## config.mk

```make
export PLATFORM = sky130hd
export DESIGN_NAME = adder_seven_seg
export DESIGN_NICKNAME = d
export VERILOG_FILES = /design/src/rtl/adder_seven_seg_pkg.sv /design/src/rtl/adder_seven_seg_seg7_decode.sv /design/src/rtl/adder_seven_seg.sv
export SDC_FILE = /design/constraint.sdc
export NUM_CORES = 1
export LEC_CHECK = 0
export ABC_AREA = 1
export BUFFER_PORTS_ARGS = -buffer_cell sky130_fd_sc_hd__buf_2
export CAP_MARGIN = 5
export CORE_UTILIZATION = 55
export CTS_CLUSTER_DIAMETER = 100
export DETAILED_ROUTE_END_ITERATION = 7
export PLACE_DENSITY_LB_ADDON = 0.12
export SKIP_CTS_REPAIR_TIMING = 1
export SLEW_MARGIN = 20
export SYNTH_ARGS = -nofsm -noshare
export SYNTH_HDL_FRONTEND = slang
export SYNTH_SLANG_ARGS = --single-unit
```

## constraint.sdc

```tcl
create_clock -name clk -period 1.2 [get_ports clk]
set_clock_uncertainty 0.2 [all_clocks]
set_input_delay 0.24 -clock clk [delete_from_list [all_inputs] [get_ports clk]]
set_output_delay 0.24 -clock clk [all_outputs]
set_load 0.02 [all_outputs]
```

## src/rtl/adder_seven_seg_pkg.sv

```systemverilog
// Shared definitions for the adder + seven-segment display block.
// Contents:
//   seg_t          7-bit segment pattern, bit order {a,b,c,d,e,f,g}
//   SEG_0..SEG_F   active-high patterns for hex digits 0-F
//   SEG_BLANK      all segments off (active-high)
package adder_seven_seg_pkg;

  typedef logic [6:0] seg_t;

  localparam seg_t SEG_0     = 7'b1111110;
  localparam seg_t SEG_1     = 7'b0110000;
  localparam seg_t SEG_2     = 7'b1101101;
  localparam seg_t SEG_3     = 7'b1111001;
  localparam seg_t SEG_4     = 7'b0110011;
  localparam seg_t SEG_5     = 7'b1011011;
  localparam seg_t SEG_6     = 7'b1011111;
  localparam seg_t SEG_7     = 7'b1110000;
  localparam seg_t SEG_8     = 7'b1111111;
  localparam seg_t SEG_9     = 7'b1111011;
  localparam seg_t SEG_A     = 7'b1110111;
  localparam seg_t SEG_B     = 7'b0011111;
  localparam seg_t SEG_C     = 7'b1001110;
  localparam seg_t SEG_D     = 7'b0111101;
  localparam seg_t SEG_E     = 7'b1001111;
  localparam seg_t SEG_F     = 7'b1000111;
  localparam seg_t SEG_BLANK = 7'b0000000;

endpackage

```

## src/rtl/adder_seven_seg_seg7_decode.sv

```systemverilog
// Combinational hex nibble to seven-segment decoder (active-high patterns).
// Ports:
//   nibble  in   4  value to display, 0-F
//   seg     out  7  pattern {a,b,c,d,e,f,g}, 1 = lit
// Output polarity is decided by the instantiating module, not here.
module seg7_decode
  import adder_seven_seg_pkg::*;
(
  input  logic [3:0] nibble,
  output seg_t       seg
);

  always_comb begin
    seg = SEG_BLANK;
    case (nibble)
      4'h0: seg = SEG_0;
      4'h1: seg = SEG_1;
      4'h2: seg = SEG_2;
      4'h3: seg = SEG_3;
      4'h4: seg = SEG_4;
      4'h5: seg = SEG_5;
      4'h6: seg = SEG_6;
      4'h7: seg = SEG_7;
      4'h8: seg = SEG_8;
      4'h9: seg = SEG_9;
      4'hA: seg = SEG_A;
      4'hB: seg = SEG_B;
      4'hC: seg = SEG_C;
      4'hD: seg = SEG_D;
      4'hE: seg = SEG_E;
      4'hF: seg = SEG_F;
      default: seg = SEG_BLANK;
    endcase
  end

endmodule

```

## src/rtl/adder_seven_seg.sv

```systemverilog
// Registered 4-bit adder driving a single hex seven-segment digit.
// Ports:
//   clk            in   1  rising-edge clock
//   rst_n          in   1  asynchronous active-low reset
//   in_valid       in   1  capture enable for input1/input2
//   input1,input2  in   4  unsigned operands
//   out            out  4  registered (input1+input2) mod 16
//   carry          out  1  registered bit 4 of the sum
//   out_valid      out  1  registered copy of in_valid
//   a..g           out  1  registered segment drives showing out
// Build option: define SEVSEG_ACTIVE_LOW_EN to invert all segment outputs
// (0 = lit, blank = all ones). out, carry and out_valid are unaffected.
module adder_seven_seg
  import adder_seven_seg_pkg::*;
(
  input  logic       clk,
  input  logic       rst_n,
  input  logic       in_valid,
  input  logic [3:0] input1,
  input  logic [3:0] input2,
  output logic [3:0] out,
  output logic       carry,
  output logic       out_valid,
  output logic       a,
  output logic       b,
  output logic       c,
  output logic       d,
  output logic       e,
  output logic       f,
  output logic       g
);

  // Maps an active-high pattern to the board's segment polarity.
  function automatic seg_t seg_polarity(input seg_t pat);
`ifdef SEVSEG_ACTIVE_LOW_EN
    return ~pat;
`else
    return pat;
`endif
  endfunction

  localparam seg_t SEG_RST = seg_polarity(SEG_BLANK);

  logic [4:0] sum_p0;
  seg_t       seg_p0;

  logic [3:0] sum_p1_d,   sum_p1_q;
  logic       carry_p1_d, carry_p1_q;
  seg_t       seg_p1_d,   seg_p1_q;
  logic       vld_p1_q;

  // ---- stage p0: add and decode the new sum ----
  assign sum_p0 = {1'b0, input1} + {1'b0, input2};

  seg7_decode u_dec (
    .nibble (sum_p0[3:0]),
    .seg    (seg_p0)
  );

  always_comb begin
    sum_p1_d   = sum_p1_q;
    carry_p1_d = carry_p1_q;
    seg_p1_d   = seg_p1_q;
    if (in_valid) begin
      sum_p1_d   = sum_p0[3:0];
      carry_p1_d = sum_p0[4];
      seg_p1_d   = seg_polarity(seg_p0);
    end
  end

  // ---- stage p1: output registers ----
  always_ff @(posedge clk or negedge rst_n) begin
    if (!rst_n) begin
      sum_p1_q   <= 4'd0;
      carry_p1_q <= 1'b0;
      seg_p1_q   <= SEG_RST;
      vld_p1_q   <= 1'b0;
    end else begin
      sum_p1_q   <= sum_p1_d;
      carry_p1_q <= carry_p1_d;
      seg_p1_q   <= seg_p1_d;
      vld_p1_q   <= in_valid;
    end
  end

  assign out       = sum_p1_q;
  assign carry     = carry_p1_q;
  assign out_valid = vld_p1_q;
  assign {a, b, c, d, e, f, g} = seg_p1_q;

endmodule

```

==> results by group, run 1 <==
Run status
  – Tool error: [ERROR DPL-0038] Utilization greater than 100%, impossible to legalize
  – Status: did not finish
  – Stage reached: global routing

Placed design
  – PortBufs: 23
  – Post-DP HPWL: 1730 microns
  – Routability cong.: 0.883
  – Placed inst area: 1260 sq um

Logic synthesis
  – Mapped Cells: 132
  – Synth Warn #: 0
  – Synth unique cells: 13
  – Seq/Total Area, Yosys: 34.3%
  – Synth Cell Area: 948 sq um
  – #FFs+latches synth: 13
  – Synthesized Nets: 155
  – Syn avg cell area: 7.18 sq um

Timing
  – Worst endpoint type: register data pin
  – Worst EP post-GRT repair: seg_p1_q[1]$_DFFE_PN0P_/D

Global routing
  – Largest net degree at the start of global routing: 14

Clock tree
  – Root buf cell: clkbuf_4
  – H-tree depth: 1
  – Clk buf depth: 2
  – Clk sink count: 13
  – CTS Buf Count: 3

Floorplan
  – DIE HEIGHT: 43.5 microns
  – Die W: 43.5 microns
  – IO Pins: 24
  – Cell row count: 14
  – Initial Util: 60.8%
-- cells by family after synthesis --
family          count (synthesis)  synth area share (%)
fa+ha+maj                      12                  15.8
compound gates                  6                  3.17
flops                          13                  34.3
buf+inv                        16                  7.26
simple gates                   85                  39.4
-- synthesized netlist by cell type, drive strengths merged --
master / number / share of area [%]
ha: 12 / 16
nor2: 4 / 1.6
nand3: 18 / 12
dfrtp: 13 / 34
nand2: 62 / 26
nand4: 1 / 0.66
a21oi: 2 / 1.1
buf: 2 / 1.7
inv: 14 / 5.5
o21ai: 4 / 2.1
-- through the flow --
step           std cells  TNS [ns]  util [%]  worst slack [ns]  hold slack, ns
2_1_floorplan        132     -2.21         -            -0.347          -0.256
3_3_place_gp         180     -4.63      80.7            -0.545         -0.0718
3_5_place_dp         180     -4.96      80.7            -0.555         -0.0667
4_1_cts              184     -2.50      82.4            -0.302          -0.367
==> inputs of run 2 (changes only) <==
- CORE_AREA: not set -> 2 2 63 65
- CORE_UTILIZATION: 55 -> not set
- CTS_CLUSTER_DIAMETER: 100 -> not set
- DIE_AREA: not set -> 0 0 65 67
- PLACE_DENSITY_LB_ADDON: 0.12 -> 0.15
==> run 2 against run 1 <==
The flow now finishes, with violations (negative setup slack). Synthesized area stayed put. Synthesized cell count unchanged.
==> results by group, run 2 <==
Logic synthesis
  – Post-synth top flop: dfrtp_1
  – Synthesized Nets: 155
  – Synth top area share: 34.3%
  – Cell accounting for the most synthesized area: dfrtp_1
  – Mapped Cells: 132
  – Synth Cell Area: 948 sq um
  – Seq/Total Area, Yosys: 34.3%
  – Most frequent cell after synthesis: nand2_1
  – Top cells by count, synth: 58 x nand2_1, 14 x inv_1, 14 x nand3_1, 13 x dfrtp_1, 12 x ha_1
  – Synth top area cells: dfrtp_1 34%, nand2_1 23%, ha_1 16%
  – Synth Warn #: 0
  – Post-synth ARST share: 100%
  – Post-synth EDFFs: 0
  – Synth unique cells: 13
  – Syn avg cell area: 7.18 sq um
  – #FFs+latches synth: 13

Placed design
  – Worst slack, placed: -0.570 ns
  – Routability cong.: 0.904
  – Post-DP HPWL: 1810 microns
  – PortBufs: 23

Clock tree
  – Clk sink count: 13
  – CTS Buf Count: 3
  – CTS tree: yes
  – Root buf cell: clkbuf_8
  – H-tree depth: 1
  – Clk slew on worst S/H paths: 0.05 ns
  – Clk_lat worst skew: 0.23 ns
  – Clk buf depth: 2

Detailed routing
  – First-pass iteration count of the detailed router: 4
  – DRT iter0 DRCs: 41
  – WL final: 2250 microns
  – Final ANT Viol Nets: 0
  – Detailed-route DRC error count: 0
  – Routed WL per cell: 10.1 microns
  – Via density: 4.32
  – Vias: 967

Worst setup path
  – Kind of critical path: primary input to register
  – Endpoint class of the critical path: register
  – Crit. Startpoint: input2[1]
  – Critical Path Source Type: primary input
  – RR Startpoint: out[2]
  – Crit path required time: 1.12 ns
  – Critical-path top delay cell: ha_4
  – Slowest stage delay, CP: 0.29 ns
  – Worst-path fanout max: 4
  – Crit-path cells: buf_6, ha_4, inv_2, nand2_4, nand2_4, ha_4, inv_2, nand3_2, nand2_2, nand2_1, nand3_1, nand2_1
  – Critical Path AT: 1.37 ns

Hold path
  – Min-Delay Startpoint: in_valid
  – Worst Hold Class: primary input to register

Timing
  – Slew of the pin with the lowest slew margin: 0.303 ns
  – Final hold vios: 0
  – RSZ-0062 raised after global routing: yes
  – Final slew viol count: 0
  – Final Cycle Share: 121%
  – Max frequency: 0.690 GHz
  – Final setup margin: -0.250 ns
  – Hold slack: 0.121 ns
  – Crit path time final: 1.45 ns
  – Relative slew slack: 79.8%
  – # setup viols final: 13

Final layout
  – Commonest cells after routing, fill and taps aside: 45 x nand2_1, 18 x buf_4, 15 x buf_6, 13 x dfrtp_1, 9 x nand2_4
  – Share of layout cells above drive strength 1: 53.4%
  – Top reg by flops: seg_p1_q
  – Final #Nets: 200
  – Max reg flops: 7
  – Commonest non-fill, non-tap cell in the layout: nand2_1
  – # diodes: 0
  – Area added between synthesis and finish: 76.4%

Floorplan
  – Cell row count: 22
  – DIE HEIGHT: 67 microns
  – Placeable Area: 3610 sq um
  – Die W: 65 microns
  – Initial Util: 26.3%
  – Die Area: 4360 sq um
  – IO Pins: 24

Run status
  – Status: complete, but fails checks
  – Failing checks: negative setup slack

Global routing
  – Overall Global Routing Usage: 11.1%
  – First-pass GRT wire length: 3740 microns
  – Global-route congestion overflow total: 0
  – Largest net degree at the start of global routing: 14
  – Antenna violations before repair: 0
  – Vias in the first global route: 915

Power and ir drop
  – P_leak: 0.839 nW
  – Worst ir drop on vdd: 0.000369 V
  – P per Cell Area: 1130 nW/um^2

Run
  – Max-cap viol count: 0
run 2: cell counts after synthesis:
No cell type changed its count.
run 2: cell type report:
type / instances / area [sq um]
fill: 364 / 1930
multi-input combinational: 103 / 833
timing repair buffer: 42 / 354
sequential: 13 / 325
tap: 48 / 60.1
inverter: 14 / 55.1
clock buffer: 4 / 45.0
run 2: kinds of logic after synthesis:
logic type      share of synthesized area [%]
buf+inv                                  7.26
fa+ha+maj                                15.8
simple gates                             39.4
compound gates                           3.17
flops                                    34.3
run 2: final timing paths:
path                               end  slack, ns  cells after the start
setup / recovery           seg_p1_q[3]      -0.25                     12
min in group asynchronous       out[0]       0.23                      2
hold reg to reg            seg_p1_q[2]       0.30                      2
hold / removal                   carry       0.12                      3
max in group asynchronous  seg_p1_q[3]       0.33                      2
setup reg to reg                out[2]       0.24                      3
run 2: stage by stage:
step | util, % | TNS (ns) | cell area, sq um | total power, W | cells
after global placement | 36.2 | -4.85 | 1310 | 0.00125 | 213
after detailed placement | 36.2 | -5.04 | 1310 | 0.00125 | 213
after CTS | 37.5 | -2.32 | 1350 | 0.00163 | 217
after floorplan | - | -2.21 | 1060 | 0.00102 | 132
after global routing | 46.4 | -2.78 | 1670 | 0.00203 | 224
final | 46.4 | -1.83 | 1670 | 0.00189 | 224
run 2: routing by layer:
metal / share of wire (%) / wire length (microns) / track usage (%) / up-vias
met4: 0.53 / 12 / 2.39 / 0
met1: 44 / 984 / 13.2 / 440
met2: 53 / 1190 / 19.8 / 18
met5: 0 / 0 / 0 / -
li1: - / - / - / 507
met3: 3.2 / 72 / 3.04 / 2
run 2: where the power goes:
group | internal [W] | leakage (nW) | switching [W]
clock network | 0.000233 | 0.0228 | 0.000140
registers | 0.000510 | 0.154 | 0.0000492
logic | 0.000455 | 0.663 | 0.000499
total | 0.00120 | 0.839 | 0.000688
run 2: worst max-delay path: cells and delay by family:
kind	cells	cell delay, ns
and+or+nand+nor	7	0.44
buffers and inverters	3	0.20
adders and majority gates	2	0.50
No activity file was read; power rests on OpenSTA's default activity.
